**config.mk**
```make
export PLATFORM = sky130hd
export DESIGN_NAME = rng_request_arbiter
export DESIGN_NICKNAME = d
export VERILOG_FILES = /design/src/rtl/rng_request_arbiter.sv
export SDC_FILE = /design/constraint.sdc
export NUM_CORES = 1
export LEC_CHECK = 0
export CORE_MARGIN = 1.5
export CORE_UTILIZATION = 51
export DETAILED_ROUTE_END_ITERATION = 8
export PLACE_DENSITY_LB_ADDON = 0.08
export SETUP_SLACK_MARGIN = 0.4
export SYNTH_ARGS = -nofsm -noshare
export SYNTH_HDL_FRONTEND = slang
export SYNTH_SLANG_ARGS = --single-unit
```
**constraint.sdc**
```tcl
create_clock -name clk -period 3.8 [get_ports clk]
set_input_delay 0.38 -clock clk [delete_from_list [all_inputs] [get_ports clk]]
set_output_delay 0.38 -clock clk [all_outputs]
set_load 0.05 [all_outputs]
```
**src/rtl/rng_request_arbiter.sv**
```systemverilog
// Round-robin arbiter that shares one LFSR between NUM_REQ requesters and range-limits
// each draw by rejection sampling. Optional LFSR reseed path: define RNG_RESEED_EN.
module rng_request_arbiter #(
    parameter int NUM_REQ   = 4,
    parameter int WIDTH     = 10,
    parameter int MAX_TRIES = 4
) (
    input  logic                     clk,
    input  logic                     rst,
    input  logic [NUM_REQ-1:0]       req,
    input  logic [NUM_REQ*WIDTH-1:0] bound,
    output logic [NUM_REQ-1:0]       ack,
    output logic [WIDTH-1:0]         rnd_out,
    output logic                     busy,
    output logic                     lfsr_step,
`ifdef RNG_RESEED_EN
    input  logic                     reseed,
    input  logic [WIDTH-1:0]         seed,
    output logic                     lfsr_load,
    output logic [WIDTH-1:0]         lfsr_seed,
`endif
    input  logic [WIDTH-1:0]         lfsr_data
);

    localparam int IDX_W = (NUM_REQ > 1) ? $clog2(NUM_REQ) : 1;
    localparam int TRY_W = 4;

    typedef enum logic [1:0] {IDLE, DRAW, CHECK, ACK} state_t;

    state_t           state, state_nxt;
    logic [IDX_W-1:0] rr_ptr, winner;
    logic [WIDTH-1:0] bound_q, mask_q;
    logic [TRY_W-1:0] tries;

    logic             grant_found;
    logic [IDX_W-1:0] grant_idx;
    logic [WIDTH-1:0] grant_bound, grant_bm1, grant_mask;
    logic [WIDTH-1:0] cand, result_nxt;
    logic             accept, give_up, arb_en;

    // First requester at or after rr_ptr, wrapping: scan downward so the lowest offset wins.
    always_comb begin
        grant_found = 1'b0;
        grant_idx   = '0;
        for (int k = NUM_REQ - 1; k >= 0; k--) begin
            if (req[(int'(rr_ptr) + k) % NUM_REQ]) begin
                grant_found = 1'b1;
                grant_idx   = IDX_W'((int'(rr_ptr) + k) % NUM_REQ);
            end
        end
    end

    // Mask is bound-1 with every bit below its MSB filled in; bound 0 draws the full word.
    always_comb begin
        grant_bound = bound[int'(grant_idx)*WIDTH +: WIDTH];
        grant_bm1   = grant_bound - WIDTH'(1);
        grant_mask  = grant_bm1;
        for (int s = 1; s < WIDTH; s++) begin
            grant_mask = grant_mask | (grant_bm1 >> s);
        end
        if (grant_bound == '0) begin
            grant_mask = '1;
        end
    end

    always_comb begin
        cand       = lfsr_data & mask_q;
        accept     = (bound_q == '0) || (cand < bound_q);
        give_up    = (tries == TRY_W'(MAX_TRIES - 1));
        result_nxt = accept ? cand : cand - bound_q;
    end

`ifdef RNG_RESEED_EN
    logic             reseed_pend;
    logic [WIDTH-1:0] seed_pend, seed_sel;
    logic             load_now;

    // A load cycle in IDLE pre-empts arbitration; pending requests are taken the cycle after.
    always_comb begin
        load_now  = (state == IDLE) && (reseed || reseed_pend);
        seed_sel  = reseed ? seed : seed_pend;
        arb_en    = !load_now;
        lfsr_load = load_now;
        lfsr_seed = (seed_sel == '0) ? '1 : seed_sel;
    end

    always_ff @(posedge clk or posedge rst) begin
        if (rst) begin
            reseed_pend <= 1'b0;
            seed_pend   <= '0;
        end else if (load_now) begin
            reseed_pend <= 1'b0;
        end else if (reseed) begin
            reseed_pend <= 1'b1;
            seed_pend   <= seed;
        end
    end
`else
    assign arb_en = 1'b1;
`endif

    always_ff @(posedge clk or posedge rst) begin
        if (rst) begin
            state <= IDLE;
        end else begin
            state <= state_nxt;
        end
    end

    // NOTE: every output of this block is given a default first so no path infers a latch.
    always_comb begin
        state_nxt = state;
        busy      = (state != IDLE);
        lfsr_step = 1'b0;
        case (state)
            IDLE:    if (arb_en && grant_found) state_nxt = DRAW;
            DRAW: begin
                lfsr_step = 1'b1;
                state_nxt = CHECK;
            end
            CHECK:   state_nxt = (accept || give_up) ? ACK : DRAW;
            ACK:     state_nxt = IDLE;
            default: state_nxt = IDLE;
        endcase
    end

    // NOTE: ack and rnd_out are loaded on the CHECK->ACK edge so both are registered in ACK.
    always_ff @(posedge clk or posedge rst) begin
        if (rst) begin
            ack     <= '0;
            rnd_out <= '0;
            rr_ptr  <= '0;
            winner  <= '0;
            bound_q <= '0;
            mask_q  <= '0;
            tries   <= '0;
        end else begin
            ack <= '0;
            case (state)
                IDLE: begin
                    if (arb_en && grant_found) begin
                        winner  <= grant_idx;
                        bound_q <= grant_bound;
                        mask_q  <= grant_mask;
                        tries   <= '0;
                    end
                end
                CHECK: begin
                    if (accept || give_up) begin
                        ack     <= NUM_REQ'(1) << winner;
                        rnd_out <= result_nxt;
                    end else begin
                        tries <= tries + TRY_W'(1);
                    end
                end
                ACK:     rr_ptr <= IDX_W'((int'(winner) + 1) % NUM_REQ);
                default: ;
            endcase
        end
    end

endmodule

```
==> flow_summary.yaml <==
worst_setup_path:
  crit_required_ns: 4.02
  cp_max_fo: 12
  cp-end-kind: "flip-flop"
  crit_path_start_kind: "input pin"
  critPathKind: "input pin to flip-flop"
  cp_data_arrival_time_ns: 3.40
detailed_routing:
  dr_total_vias: 2881
  routed_wirelength_um: 7114
  drt_iter0_drc: 81
  vias_per_cell: 5.405
  wire_per_inst_um: 13.35
  ant_nets: 0
  drtPass1Iterations: 4
  drc: 0
placement:
  dp.cells: 525
  dp_hpwl_um: 5773
  finalWeightedCongestion: 0.8874
  port_buffers: 71
floorplan:
  num_rows: 28
  pin_count: 72
  start_util_pct: 53.47
  die-area_um2: 6803
  core-area_um2: 6026
  dieWidth_um: 82.48
  fp.dieH_um: 82.48
timing:
  hold_viol_final: 0
  rsz0062_at_grt: "no"
  skew_ns: 0.006199
  setup_viol: 0
  max_slew_margin_pct: 41.78
  tightestPinTransition_ns: 0.8724
  max_freq_ghz: 0.3141
  slew_violations: 0
  period_minus_slack_ns: 3.183
  period_share_pct: 83.77
  fin_tns_setup_ns: 0
synth:
  synth.largest_area_cell: "dfrtp_1"
  syn_area_per_cell_um2: 8.282
  ys.flop_type: "dfrtp_1"
  synth_edf_count: 0
  synth_common_cells: "46 x nand2_1, 44 x dfrtp_1, 36 x o21ai_0"
  async_flop_share_pct: 100.0
  netlist_area_um2: 3222
  syn-num-nets: 463
  ys_seq_area_share_pct: 34.17
  postSynthCellCount: 389
  synth_top_cells_by_area: "dfrtp_1 34%, ha_1 6.6%, o21ai_0 5.6%"
  synth.most_common_cell: "nand2_1"
  ys_warn_count: 0
  synth_seq_cells: 44
  synthDominantCellAreaShare_pct: 34.17
  synth_cell_types: 61
cts:
  clkTransAtPathRegs_ns: 0.08
  postCtsHoldBufs: 0
  cts_max_level: 2
  cts-buffers-inserted: 5
  root_buffer: "clkbuf_8"
  clk_path_buf_depth: 2
  cts.sinks: 44
  clock_latency_ns: 0.30
  cts_tree: "built"
  post_cts_buffers: 0
global_route:
  antenna_found_initial: 0
  grt_first_pass_wirelength_um: 12010
  grt_overflow: 0
  track_usage_pct: 22.93
  grt_max_degree: 25
  grt_pass1_vias: 2710
final_layout:
  nets: 531
  fin_util_pct: 68.36
  instances_no_fill: 533
  antenna_cells: 0
  drive_gt1_share_pct: 10.48
  area_growth_pct: 27.84
power:
  power_frac_clock_pct: 11.0
  p_comb_share_pct: 65.8
  p_seq_share_pct: 23.2
  power.density_nw_per_um2: 832.8
  switching_share_pct: 48.32
  internal-power_mw: 1.773
  power.switching_mw: 1.658
  ir_drop_uv: 534.2
  p_total_mw: 3.430
  p_leak_nw: 1.808
hold_path:
  min_path_type: "flip-flop to flip-flop"
outcome:
  status: "finished, final reports clean"
run:
  drv_cap: 0
## layer usage
layer / share of wire, % / global-route usage (%) / wire length [µm]
met2: 47 / 40.16 / 3348
met1: 47 / 28.64 / 3314
met4: 2.1 / 7.458 / 148
met5: 0 / 0 / 0
met3: 4.2 / 3.516 / 302
## power groups by stage
stage | sequential (mW) | combinational [mW] | clock [mW]
final | 0.796 | 2.26 | 0.378
after global routing | 0.826 | 2.54 | 0.402
after CTS | 0.797 | 2.26 | 0.384
after detailed placement | 0.807 | 2.24 | 0
after global placement | 0.800 | 2.19 | 0
after floorplan | 0.970 | 1.56 | 0
## worst max-delay path, stage by stage
cell,delay [ns]
clkdlybuf4s50_1,0.52
nor2b_2,0.22
o21bai_1,0.18
buf_4,0.22
and3_1,0.18
a211oi_1,0.38
o22a_1,0.23
nand4_2,0.17
mux2i_1,0.16
or3_1,0.53
a41oi_1,0.24
## stage by stage
step | setup slack (ns) | hold WS (ns) | instance area, µm²
2_1_floorplan | 0.9777 | 0.4418 | 3222
3_3_place_gp | 0.2796 | 0.4586 | 3988
3_5_place_dp | 0.1629 | 0.4644 | 3988
4_1_cts | 0.4892 | 0.4828 | 4109
5_1_grt | 0.4004 | 0.5042 | 4119
6_report | 0.6168 | 0.4800 | 4119
## layout by cell type, fill, tap and decap left out, types with 8 or more instances in the layout
master	n
clkdlybuf4s50_1	71
nand2_1	46
dfrtp_1	44
o21ai_0	36
nor2_1	30
inv_1	29
nand3_1	18
ha_1	16
a21oi_1	14
a31oi_1	14
and2_1	14
nor2b_1	8
and3_1	8
## logic make-up (layout without fill, tap and decap cells)
| kind of cell | count (synthesis) | count (layout) | share of synthesized area (%) |
|---|---|---|---|
| compound gates | 109 | 109 | 22.99 |
| simple gates | 157 | 157 | 24.82 |
| xor+xnor | 7 | 7 | 1.903 |
| mux | 8 | 8 | 2.563 |
| buf+inv | 46 | 115 | 6.330 |
| fa+ha+maj | 18 | 18 | 7.223 |
| flops | 44 | 44 | 34.17 |
## registers in the layout (all words and copies together), names as in the netlist
name     count
ack          4
rnd_out     10
bound_q     10
rr_ptr       2
tries        4
winner       2
mask_q      10
state        2
## path summary, 6_finish.rpt
path | slack (ns) | to | cells after the start | from
max | 0.62 | mask_q[0] | 11 | req[0]
min | 0.48 | mask_q[9] | 2 | mask_q[9]
max reg2reg | 0.82 | mask_q[0] | 9 | rr_ptr[1]
min reg2reg | 0.48 | mask_q[9] | 2 | mask_q[9]
max in group asynchronous | 2.44 | bound_q[4] | 3 | rst
min in group asynchronous | 0.55 | ack[2] | 2 | rst
## layout make-up
type,count,area (µm²)
clock buffer,6,82.58
clock inverter,2,38.79
timing repair buffer,78,763.2
tap,75,93.84
fill,541,1907
sequential,44,1101
multi-input combinational,299,1931
inverter,29,108.9
## timing repair
item                                    in CTS  in global routing
resized for setup                            0                  4
endpoints found under the setup margin       0                  9
hold endpoints to repair                     0                  0
Note: power is estimated with default switching activity, not from simulation.
